`src/rtl/ctrl_seq_pkg.sv`:
```
// ctrl_seq_pkg: shared constants for the control sequencer.
//   state_t      - sequencer states
//   OP_*         - opcode map decoded in DECODE
//   ALU_*        - alu_op encodings driven during MEMRD
//   FAULT_*      - bit positions in the sticky fault vector
package ctrl_seq_pkg;

   localparam int WORD_LENGTH = 8;

   typedef enum logic [2:0] {
      S_IDLE,
      S_FETCH,
      S_DECODE,
      S_MEMRD,
      S_MEMWR,
      S_HALT
   } state_t;

   localparam int OP_NOP   = 0;
   localparam int OP_LOAD  = 1;
   localparam int OP_ADD   = 2;
   localparam int OP_SUB   = 3;
   localparam int OP_STORE = 4;
   localparam int OP_JMP   = 5;
   localparam int OP_JZ    = 6;
   localparam int OP_HALT  = 7;

   localparam logic [1:0] ALU_PASS = 2'b00;
   localparam logic [1:0] ALU_ADD  = 2'b01;
   localparam logic [1:0] ALU_SUB  = 2'b10;

   localparam int FAULT_ILL = 0;
   localparam int FAULT_TMO = 1;

endpackage

```
`src/rtl/ctrl_seq_wait_timer.sv`:
```
// wait_timer: cycle counter bounding a memory handshake.
//   clk, rst   - clock / async active-high reset
//   i_clear    - zero the counter (wins over i_count)
//   i_count    - advance the counter by one
//   i_limit    - timeout length in cycles
//   o_expired  - counter sits at i_limit-1 (last allowed wait cycle)
module wait_timer #(
   parameter int CW = 8
) (
   input  logic          clk,
   input  logic          rst,
   input  logic          i_clear,
   input  logic          i_count,
   input  logic [CW-1:0] i_limit,
   output logic          o_expired
);

   logic [CW-1:0] r_cnt;

   always_ff @(posedge clk or posedge rst) begin
      if (rst)          r_cnt <= '0;
      else if (i_clear) r_cnt <= '0;
      else if (i_count) r_cnt <= r_cnt + 1'b1;
   end

   assign o_expired = (r_cnt == i_limit - 1'b1);

endmodule

```
`src/rtl/ctrl_seq.sv`:
```
// ctrl_seq: multi-cycle control sequencer for the CPU datapath.
//   clk, rst            - clock / async active-high reset
//   i_opcode            - IR opcode field (sampled in DECODE, held through MEMRD)
//   i_zero              - ACC zero flag for JZ
//   i_mem_ready         - one-cycle memory completion pulse
//   o_mem_rd, o_mem_wr  - memory request (mutually exclusive)
//   o_addr_sel          - 0 = PC address, 1 = IR operand address
//   o_ir_en, o_pc_en, o_acc_en - single-cycle register load strobes
//   o_pc_sel            - 0 = PC+1, 1 = branch target
//   o_alu_op            - 00 pass, 01 add, 10 sub
//   o_halted            - sequencer stopped
//   o_fault             - sticky {timeout, illegal opcode}
module ctrl_seq
   import ctrl_seq_pkg::*;
#(
   parameter int OPW     = 4,
   parameter int TIMEOUT = 16,
   parameter int CW      = 8
) (
   input  logic           clk,
   input  logic           rst,
   input  logic [OPW-1:0] i_opcode,
   input  logic           i_zero,
   input  logic           i_mem_ready,
   output logic           o_mem_rd,
   output logic           o_mem_wr,
   output logic           o_addr_sel,
   output logic           o_ir_en,
   output logic           o_pc_en,
   output logic           o_pc_sel,
   output logic           o_acc_en,
   output logic [1:0]     o_alu_op,
   output logic           o_halted,
   output logic [1:0]     o_fault
);

   state_t     r_state, w_next;
   logic [1:0] r_fault, w_fault_set;
   logic       w_expired, w_clear, w_count, w_waiting;

   always_ff @(posedge clk or posedge rst) begin
      if (rst) begin
         r_state <= S_IDLE;
         r_fault <= 2'b00;
      end else begin
         r_state <= w_next;
         r_fault <= r_fault | w_fault_set;
      end
   end

   // Any state change restarts the count, so each entry into a wait state
   // starts from zero.
   assign w_waiting = (r_state == S_FETCH) || (r_state == S_MEMRD) || (r_state == S_MEMWR);
   assign w_clear   = (w_next != r_state);
   assign w_count   = w_waiting && !i_mem_ready;

   wait_timer #(.CW(CW)) u_timer (
      .clk       (clk),
      .rst       (rst),
      .i_clear   (w_clear),
      .i_count   (w_count),
      .i_limit   (CW'(TIMEOUT)),
      .o_expired (w_expired)
   );

   always_comb begin
      w_next      = r_state;
      w_fault_set = 2'b00;
      o_mem_rd    = 1'b0;
      o_mem_wr    = 1'b0;
      o_addr_sel  = 1'b0;
      o_ir_en     = 1'b0;
      o_pc_en     = 1'b0;
      o_pc_sel    = 1'b0;
      o_acc_en    = 1'b0;
      o_alu_op    = ALU_PASS;
      o_halted    = 1'b0;
      unique case (r_state)
         S_IDLE: w_next = S_FETCH;
         S_FETCH: begin
            o_mem_rd = 1'b1;
            // ready on the last wait cycle still completes normally
            if (i_mem_ready) begin
               o_ir_en = 1'b1;
               o_pc_en = 1'b1;
               w_next  = S_DECODE;
            end else if (w_expired) begin
               w_fault_set[FAULT_TMO] = 1'b1;
               w_next                 = S_HALT;
            end
         end
         S_DECODE: begin
            case (i_opcode)
               OPW'(OP_NOP):   w_next = S_FETCH;
               OPW'(OP_LOAD),
               OPW'(OP_ADD),
               OPW'(OP_SUB):   w_next = S_MEMRD;
               OPW'(OP_STORE): w_next = S_MEMWR;
               OPW'(OP_JMP): begin
                  o_pc_en  = 1'b1;
                  o_pc_sel = 1'b1;
                  w_next   = S_FETCH;
               end
               OPW'(OP_JZ): begin
                  o_pc_en  = i_zero;
                  o_pc_sel = i_zero;
                  w_next   = S_FETCH;
               end
               OPW'(OP_HALT):  w_next = S_HALT;
               default: begin
                  w_fault_set[FAULT_ILL] = 1'b1;
                  w_next                 = S_HALT;
               end
            endcase
         end
         S_MEMRD: begin
            o_mem_rd   = 1'b1;
            o_addr_sel = 1'b1;
            // IR is stable here, so the opcode can drive alu_op directly
            case (i_opcode)
               OPW'(OP_ADD): o_alu_op = ALU_ADD;
               OPW'(OP_SUB): o_alu_op = ALU_SUB;
               default:      o_alu_op = ALU_PASS;
            endcase
            if (i_mem_ready) begin
               o_acc_en = 1'b1;
               w_next   = S_FETCH;
            end else if (w_expired) begin
               w_fault_set[FAULT_TMO] = 1'b1;
               w_next                 = S_HALT;
            end
         end
         S_MEMWR: begin
            o_mem_wr   = 1'b1;
            o_addr_sel = 1'b1;
            if (i_mem_ready) begin
               w_next = S_FETCH;
            end else if (w_expired) begin
               w_fault_set[FAULT_TMO] = 1'b1;
               w_next                 = S_HALT;
            end
         end
         S_HALT:  o_halted = 1'b1;
         default: w_next = S_IDLE;
      endcase
   end

   assign o_fault = r_fault;

endmodule

```
`config.mk`:
```
export PLATFORM = sky130hd
export DESIGN_NAME = ctrl_seq
export DESIGN_NICKNAME = d
export VERILOG_FILES = /design/src/rtl/ctrl_seq_pkg.sv /design/src/rtl/ctrl_seq_wait_timer.sv /design/src/rtl/ctrl_seq.sv
export SDC_FILE = /design/constraint.sdc
export NUM_CORES = 1
export LEC_CHECK = 0
export ABC_AREA = 1
export CAP_MARGIN = 0
export CORE_ASPECT_RATIO = 0.5
export CORE_UTILIZATION = 31
export CTS_CLUSTER_DIAMETER = 200
export CTS_CLUSTER_SIZE = 25
export DETAILED_ROUTE_END_ITERATION = 8
export SYNTH_ARGS = -nofsm -noshare
export SYNTH_HDL_FRONTEND = slang
export SYNTH_SLANG_ARGS = --single-unit
```
`constraint.sdc`:
```
create_clock -name clk -period 2.6 [get_ports clk]
set_input_delay 0.52 -clock clk [delete_from_list [all_inputs] [get_ports clk]]
set_output_delay 0.52 -clock clk [all_outputs]
set_load 0.01 [all_outputs]
```
# Yosys cells after proc, flatten, opt, wreduce, memory -nomap -nowiden
# Cells that the tools add are included.
# totals
ff_bits	13
in_bits	8
# op_classes
addsub	1
n_eq_ne	14
n_mux	24
bitwise	1
reduce_logical	13
# op_table
op	n
4-bit by 3-bit == test with 1-bit output, second input constant	4
8-bit 2-to-1 mux	2
3-bit case mux with 5 select lines	1
1-bit 2-to-1 mux	13
3-bit 2-to-1 mux	3
3-bit case mux with 3 select lines	1
3-bit OR reduction	3
8-bit by 1-bit adder with 8-bit output, second input constant	1
4-bit by 2-bit == test with 1-bit output, second input constant	2
8-bit by 4-bit == test with 1-bit output, second input constant	1
8-bit OR reduction	1
3-bit by 2-bit == test with 1-bit output, second input constant	2
3-bit == test, second input constant	2
4-bit by 1-bit == test with 1-bit output, second input constant	1
4-bit zero test	1
1-bit case mux with 2 select lines	2
2-bit case mux with 2 select lines	1
2-bit OR reduction	2
3-bit by 1-bit == test with 1-bit output, second input constant	1
3-bit zero test	1
3-bit != test	1
1-bit logical OR	2
2-bit 2-to-1 mux	1
2-bit bitwise OR	1
other kinds (3)	3

# Depth between registers and ports, before layout
# depth
ltp_word	6
mapped_depth	12

# Hierarchy
# A second synthesis with hierarchy kept.
# hier_totals
hier_cells	203
area_unflattened_um2	1214.9
# modules_own_cells
mod	instances	cells_per_inst	area_per_inst_um2
wait_timer	1	121	729.4
ctrl_seq	1	82	485.5

# Worst setup path after synthesis
# Ideal clock, no wire load.
# synth_path
kind	input port to output port
startpoint	input i_opcode[2]
endpoint	output o_pc_en
t_arrival_ns	1.199
required_time_ns	2.080
setup_slack_ns	0.881
stages	5
n_path_buf	0
cell_sequence	inv_1 -> nor2_1 -> nand2_1 -> a21oi_1 -> or2_2
# synth_between
elab_chain_cells	3
# synth_lines
item	line	rtl
start, declared	ctrl_seq.sv:22	input logic [OPW-1:0] i_opcode,
4-bit by 3-bit == test with 1-bit output	ctrl_seq.sv:93	case (i_opcode)
1-bit case mux with 2 select lines *	ctrl_seq.sv:93	
1-bit case mux with 2 select lines *	ctrl_seq.sv:78	unique case (r_state)
end, declared	ctrl_seq.sv:29	output logic o_pc_en,
# Every way passes the cells marked *; elsewhere a longest branch is shown, timed or not.

# Worst setup path after layout
# layout_path
startpoint	input i_opcode[3]
endpoint	output o_alu_op[0]
# layout_between
elab_chain_cells	3
# layout_lines
item	line	rtl
4-bit by 2-bit == test with 1-bit output	ctrl_seq.sv:120	case (i_opcode)
2-bit case mux with 2 select lines *	ctrl_seq.sv:120	
2-bit 2-to-1 mux *	ctrl_seq.sv:78	
end, declared	ctrl_seq.sv:32	output logic [1:0] o_alu_op,
# Marked as above.

==> results.json <==
{
  "wirelength_um": 1853,
  "drt-vias-per-instance": 4.422,
  "synth_nets": 130,
  "crit_path_top_delay_cell": "clkdlybuf4s50_1",
  "cts_hold_buf": 0,
  "ff2ff_setup_slack_ps": 990,
  "setup_viol": 0,
  "cp.required_ps": 2080,
  "syn2layout_area_growth_pct": 38.26,
  "drc_errors": 0,
  "cts_buffer_depth": 2,
  "p_leak_uw": 0.0005935,
  "antennaDiodeCount": 0,
  "worst-setup-path-type": "in -> out",
  "clock_latency_ps": 240,
  "ios": 20,
  "final_hold_viol_count": 0,
  "grt_max_degree": 14,
  "dieWidth_um": 77.33,
  "ys_warn_count": 0,
  "yosysTopAreaCell": "dfrtp_1",
  "synthTopCellsByArea": "dfrtp_1 (37%), nand2_1 (10%), nor2_1 (9.4%)",
  "grt_usage": 0.1377,
  "r2r-end": "u_timer.r_cnt[5]",
  "async_flop_share": 1.000,
  "core_area_sq_mm": 0.002635,
  "syn_area_sq_um": 879.6,
  "crit_end": "o_alu_op[0]",
  "cts_htree_levels": 1,
  "cp.depth": 4,
  "cts.sinks": 13,
  "synth-seq-area-share": 0.3698,
  "gr-total-overflow": 0,
  "slew_viol_final": 0,
  "layout.cells.non_filler": 187,
  "ir_drop_uv": 233.5,
  "place_congestion": 0.8187,
  "antenna_found_initial": 0,
  "numCtsBuffers": 3,
  "synth_top_area_share": 0.3698,
  "finalPower_uw": 906.4,
  "cp-start-kind": "primary input",
  "cp-end-kind": "output pin",
  "layout-drive-gt1-share": 0.1867,
  "slew_headroom": 0.6777,
  "dpl.hpwl_um": 1447,
  "min_path_cells": 1,
  "crit_family": "buffers and inverters",
  "clockRootBuffer": "clkbuf_8",
  "startpoint": "i_opcode[3]",
  "drtIter0Drc": 36,
  "antenna_left": 0,
  "yosysUniqueCellTypes": 25,
  "cp_common_cell": "clkdlybuf4s50_1",
  "cp_slowest_stage_delay_ps": 580,
  "cp_cell_sequence": "clkdlybuf4s50_1 -> buf_4 -> nor4_1 -> clkdlybuf4s50_1",
  "syn_area_per_cell_sq_um": 7.269,
  "fin_crit_ps": 2476,
  "vias": 827,
  "rows": 13,
  "fmax_ghz": 0.4040,
  "arrival_ps": 1960,
  "fin_crit_sh": 0.9521,
  "tightestPinTransition_ps": 482.9,
  "post-route-util": 0.4615,
  "hp-class": "reg -> reg",
  "syn_inst": 121,
  "fin_nets": 160,
  "cts_tree": "done",
  "worst-path-max-fanout": 3,
  "critical_path_buf_inv_count": 3,
  "grt_pass1_wl_um": 3132,
  "ys_ff_latch": 13,
  "synth-edff-count": 0,
  "final.setup.worst_slack_ps": 124.5,
  "place_worst_setup_slack_ps": -29.61,
  "cap_violations": 0,
  "portBuffers": 19,
  "die_area_sq_mm": 0.003067,
  "clock_skew_ps": 1.057,
  "powerDensity_mw_per_mm2": 745.3,
  "dp.cells": 183,
  "dr.pass1.iters": 4,
  "rr_startpoint": "u_timer.r_cnt[0]",
  "synth-main-ff-cell": "dfrtp_1",
  "die_h_um": 39.67,
  "wire_per_inst_um": 9.909,
  "r2r_cells": 11,
  "status": "finished clean",
  "rsz0062_at_grt": "no",
  "grt_pass1_vias": 754,
  "initial_core_util": 0.3338,
  "clkTransAtPathRegs_ps": 50
}
## synthesized netlist by cell type (2+ instances only)
master / number
nor3_1: 2
inv_1: 16
nand2_2: 4
nand3_1: 10
xor2_1: 2
xnor2_1: 3
nand4_1: 3
inv_2: 2
nor2_2: 2
nand2_1: 24
o21ai_0: 4
a21oi_1: 2
nor3_2: 2
dfrtp_1: 13
nor2_1: 22
## final cells by class
class                           instances  area (sq um)
Fill cell                             277          1419
Sequential cell                        13         325.3
Timing Repair Buffer                   26         245.2
Inverter                               18         67.56
Multi-Input combinational cell         89         486.7
Tap cell                               37         46.29
Clock buffer                            4         45.04
## worst reg2reg max path: stages (launching register included)
cell     delay [ps]
dfrtp_1         390
ha_1            180
nand3_1         150
inv_1            80
nand3_1         110
nand2_1          90
nand2_1          60
nand2_1          70
nand2_1          60
nand2_2          90
nand3_4         120
nor2_1          120
## where the power goes
group,internal [uW],switching [uW],total [uW]
clock,108,68.3,176
sequential,230,39.3,270
combinational,194,267,460
## registers in the layout, indices dropped and copies added (netlist names)
name and flops:
o_fault 2, r_state 3, u_timer.r_cnt 8
## worst min path at each step
stage / startpoint / endpoint / slack (ps)
after floorplan: rst / o_fault[0] / 400
after global placement: o_fault[1] / o_fault[1] / 450
after detailed placement: o_fault[1] / o_fault[1] / 460
after CTS: o_fault[1] / o_fault[1] / 480
after global routing: o_fault[1] / o_fault[1] / 490
final: o_fault[1] / o_fault[1] / 470
## metal layers
layer | track usage | wire, um | vias up
li1 | - | - | 442
met1 | 0.1632 | 934 | 366
met2 | 0.2500 | 825 | 15
met3 | 0.02558 | 63 | 4
met4 | 0.07075 | 30 | 0
met5 | 0 | 0 | -
## stage by stage
stage | cell area, sq um | hold WS (ps) | setup TNS [ps]
after floorplan | 879.6 | 397.0 | 0
after global placement | 1157 | 453.2 | 0
after detailed placement | 1157 | 463.2 | -29.61
after CTS | 1205 | 475.3 | 0
after global routing | 1216 | 487.6 | 0
final | 1216 | 469.6 | 0
## logic make-up after synthesis
| logic type | share of synthesized area |
|---|---|
| fa+ha+maj | 0.01422 |
| compound gates | 0.07114 |
| simple gates | 0.4054 |
| buf+inv | 0.08962 |
| xor+xnor | 0.04980 |
| flops | 0.3698 |
## cell usage in the layout (no fill, tap or decap), drive strengths merged
cell type      instances
inv                   18
clkbuf                 4
xnor2                  3
clkdlybuf4s50         18
nand3b                 1
o21bai                 1
nand4                  3
dlymetal6s2s           1
a21oi                  3
nand2                 28
nand3                 12
nor3                   4
ha                     1
dfrtp                 13
xor2                   2
nor4                   1
buf                    7
nor2                  24
a31o                   1
or2                    1
o21ai                  4
## what timing repair did
action | 4_1_cts | 5_1_grt
setup buffers | 0 | 0
gates resized for setup | 1 | 3
endpoints found under the setup margin | 1 | 2
gates cloned | 0 | 0
Note: power is estimated with default switching activity, not from simulation.
==> variant 1: new RTL, same settings <==
Register the output `o_fault` once more; this adds one clock of latency there. The other outputs are not delayed to match.
--- a/src/rtl/ctrl_seq.sv
+++ b/src/rtl/ctrl_seq.sv
@@ -145,7 +145,9 @@
       endcase
    end
 
-   assign o_fault = r_fault;
+   always_ff @(posedge clk) begin
+      o_fault <= r_fault;
+   end
 
 endmodule
 
Behaviour: not the same (a bounded check fails within 4 cycles, from zero or initial values and one cycle with rst high).
==> variant 1 against the unedited design <==
Area after synthesis is 4.1% higher. Final area is 2.2% higher. Wire length is 9.1% higher. Worst setup slack better by 2.5 ps. Clock skew is 0.80 ps higher. Count of clock-buffer cells in the layout stayed put. Core utilization is 0.14 points lower. Register-to-register slack worse by 30 ps. Sequential cell count is 2 higher. Power is 9.6% higher. Critical path type unchanged. Highest routed layer unchanged.
==> variant 1: results (changes against the unedited design) <==
stage	metric	value	unit	change
route	vias	834		+0.85%
min_path	whs_endpoint	o_fault[0]		
synth	synthTopCellsByArea	dfrtp_1 36%, nand2_1 11%, nor2_1 8.6%		
critical_path	r2r_start	r_state[0]		
synth	ys_types	25		unchanged
critical_path	worst-r2r-cell-count	9		-2
timing	slew_headroom	67.38	%	-0.39 points
pwr	intPower	0.5855	mW	+10%
route	wl	2.022	mm	+9.1%
timing	whs	360.4	ps	-109.2 ps
global_route	antenna_found_initial	0		unchanged
global_route	grt_usage	14.95	%	+1.2 points
die	fp.dieW	78.87	um	+2.0%
min_path	hold_path.startpoint	r_fault[0]		
placed_design	dpl.cell_count	180		-1.6%
layout	nNetsFinal	157		-1.9%
route	drt_iter0_drc	27		-25%
critical_path	cp-endpoint	o_alu_op[1]		
layout	seq_area_share	29.41	%	+2.7 points
layout	multi_input_area_share	39.07	%	-0.95 points
critical_path	crit_fanout	3		unchanged
placed_design	port_buffers	19		unchanged
placed_design	place_congestion	0.7572		-7.5%
synth	synth_cells	118		-2.5%
run_status	status	finished clean		
clocking	path_clk_slew	60	ps	
layout	inv_count	15		-3
pwr	seqPwrFrac	32.0	%	+2.3 points
pwr	seq_cell_power	0.318	mW	+18%
layout	fillers	276		-0.36%
layout	nClkBuffers	4		unchanged
synth	synthArstFlopShare	86.67	%	-13 points
global_route	grt_max_degree	14		unchanged
pwr	peakVddDrop	221.2	uV	-5.3%
synth	synth_common_cells	26 x nand2_1, 21 x nor2_1, 15 x inv_1, 13 x dfrtp_1, 7 x xor2_1		
placed_design	dp_hpwl	1.540	mm	+6.5%
placed_design	place_ws	-39.71	ps	-10.10 ps
layout	stdcell_area	1242	um2	+2.2%
layout	drive_gt1_share	13.61	%	-5.1 points
critical_path	r2r_slack	960	ps	-30 ps
clocking	cts_buffers	3		unchanged
synth	syn_nets	127		-2.3%
layout	nMultiInputCombCells	87		-2.2%
pwr	pg_clk	0.186	mW	+6%
timing	fin_skew	1.857	ps	+0.7994 ps
clocking	cts.sinks	15		+2
global_route	grt_first_pass_wirelength	3.505	mm	+12%
pwr	p_leak	0.6047	nW	+1.9%
layout	clk_share	3.625	%	-0.078 points
layout	nonClkBufAreaFrac	19.64	%	-0.53 points
timing	clock.fmax	404.4	MHz	+0.10%
layout	diodes	0		unchanged
route	wire_per_inst	10.99	um	+11%
global_route	grt_pass1_vias	806		+6.9%
critical_path	reg2reg_to	u_timer.r_cnt[3]		
synth	yosysWarnings	0		unchanged
min_path	hold_depth	0		-1
min_path	hold_path_class	reg -> reg		
synth	seq_area_frac_synth	39.89	%	+2.9 points
variant 1: changes by cell type after synthesis, sizes merged, moves of 3 or more:
cell	change
nor3	-3
xnor2	-3
nand3	-4
xor2	+5
inv	-3
variant 1: routing by layer:
metal	share of wire (%)	global-route usage, %	routed length (um)	vias up
met4	0.40	5.455	8	0
li1	-	-	-	434
met1	47	17.29	958	380
met3	5.3	3.636	107	3
met5	0	0	0	-
met2	47	28.48	947	17
variant 1: worst max-delay path, stage by stage:
cell and delay (ps):
clkdlybuf4s50_1 440, buf_4 150, nor2_1 130, nand3_1 90, nor2_1 90, clkdlybuf4s50_1 530
variant 1: cell families after synthesis:
group	after synthesis	synth area share (%)
simple gates	67	34.97
buf+inv	16	7.377
flops	15	39.89
compound gates	11	8.471
xor+xnor	7	6.694
mux	1	1.229
fa+ha+maj	1	1.366
variant 1: timing repair:
action                                  4_1_cts  5_1_grt
gates cloned                                  0        0
gates resized for setup                       2        1
endpoints found under the setup margin        2        1
hold buffers                                  0        0
==> variant 2: new RTL, same settings <==
Without the edit above. Change the parameter `OPW` from 4 to 5.
--- a/src/rtl/ctrl_seq.sv
+++ b/src/rtl/ctrl_seq.sv
@@ -13,7 +13,7 @@
 module ctrl_seq
    import ctrl_seq_pkg::*;
 #(
-   parameter int OPW     = 4,
+   parameter int OPW     = 5,
    parameter int TIMEOUT = 16,
    parameter int CW      = 8
 ) (
Interface: changed (resized i_opcode); port bits go from 20 to 21. No check against the original RTL was run, so the function may have changed too.
==> variant 2 against the unedited design <==
First-iteration DRC count unchanged. Sequential power increased by 6%. Worst setup slack got worse by 11 ps. Wire length up 6.1%. Sequential cell count did not move. Power increased by 14%. Largest power group unchanged. Area after synthesis up 6.3%. Critical path type unchanged. Final area up 1.7%. Critical endpoint is now o_alu_op[1].
==> variant 2: results (changes against the unedited design) <==
stage	metric	value	unit	change
layout	clk_share	3.640	%	-0.064 points
run_status	status	finished clean		
route	met3_length	43	um	-32%
placed_design	place_congestion	0.7299		-11%
route	wire_per_inst	10.19	um	+2.8%
synth	syn_nets	141		+8.5%
synth	synth_xor_area_share	6.560	%	+1.6 points
route	wl_met2	927	um	+12%
critical_path	reg2reg_to	u_timer.r_cnt[0]		
layout	multi_input_area	519.2	um2	+6.7%
synth	synth_fa_ha_area_share	1.339	%	-0.084 points
critical_path	cp-endpoint	o_alu_op[1]		
critical_path	r2r_slack	920	ps	-70 ps
critical_path	worst-r2r-cell-count	9		-2
synth	synth-compound-area-share	2.544	%	-4.6 points
route	wl	1.966	mm	+6.1%
timing	fin_skew	3.541	ps	+2.483 ps
synth	avgSynthCellArea	7.135	um2	-1.9%
clocking	cts.repair.resized	0		-1
synth	ys_types	23		-8.0%
min_path	whs_endpoint	o_fault[0]		
min_path	hold_path.startpoint	o_fault[0]		
pwr	power_switching	0.4615	mW	+23%
layout	n_all_buffers	22		-15%
global_route	use_met2	26.07	%	+1.1 points
global_route	use_met3	0.6667	%	-1.9 points
global_route	grt_first_pass_wirelength	3.208	mm	+2.4%
placed_design	port_buffers	20		+1
timing	slew_headroom	65.13	%	-2.6 points
synth	synthTopCellsByArea	dfrtp_1 35%, nand2_1 12%, nor2_1 8.4%		
global_route	grt_usage	13.13	%	-0.64 points
pwr	peakVddDrop	419.0	uV	+79%
timing	finalCritPeriodShare	95.65	%	+0.43 points
layout	nonClkBufAreaFrac	18.00	%	-2.2 points
placed_design	dp_hpwl	1.498	mm	+3.5%
layout	nMultiInputCombCells	96		+7.9%
route	vias_per_cell	4.352		-1.6%
pwr	p_leak	0.6257	nW	+5.4%
[variant 2: cell types whose count changed in the layout (fill, tap and decap cells not counted), moves of 2 or more]
| cell | unedited run | this run |
|---|---|---|
| nand2_2 | 4 | 7 |
| nor2_2 | 3 | 6 |
| inv_1 | 16 | 18 |
| nand3_1 | 10 | 8 |
| nor3_2 | 3 | 0 |
| o21ai_0 | 4 | 2 |
| xor2_1 | 2 | 6 |
| nand2_1 | 24 | 29 |
| xnor2_1 | 3 | 1 |
| dlymetal6s2s_1 | 1 | 3 |
| buf_4 | 7 | 2 |
| nor2_4 | 0 | 2 |
[variant 2: power by group through the flow]
stage | Combinational [mW] | Clock, mW | Sequential (mW)
floorplan | 0.438 | 0 | 0.260
global placement | 0.583 | 0 | 0.288
global route | 0.637 | 0.185 | 0.290
CTS | 0.580 | 0.180 | 0.284
detailed placement | 0.577 | 0 | 0.287
finish | 0.573 | 0.174 | 0.285
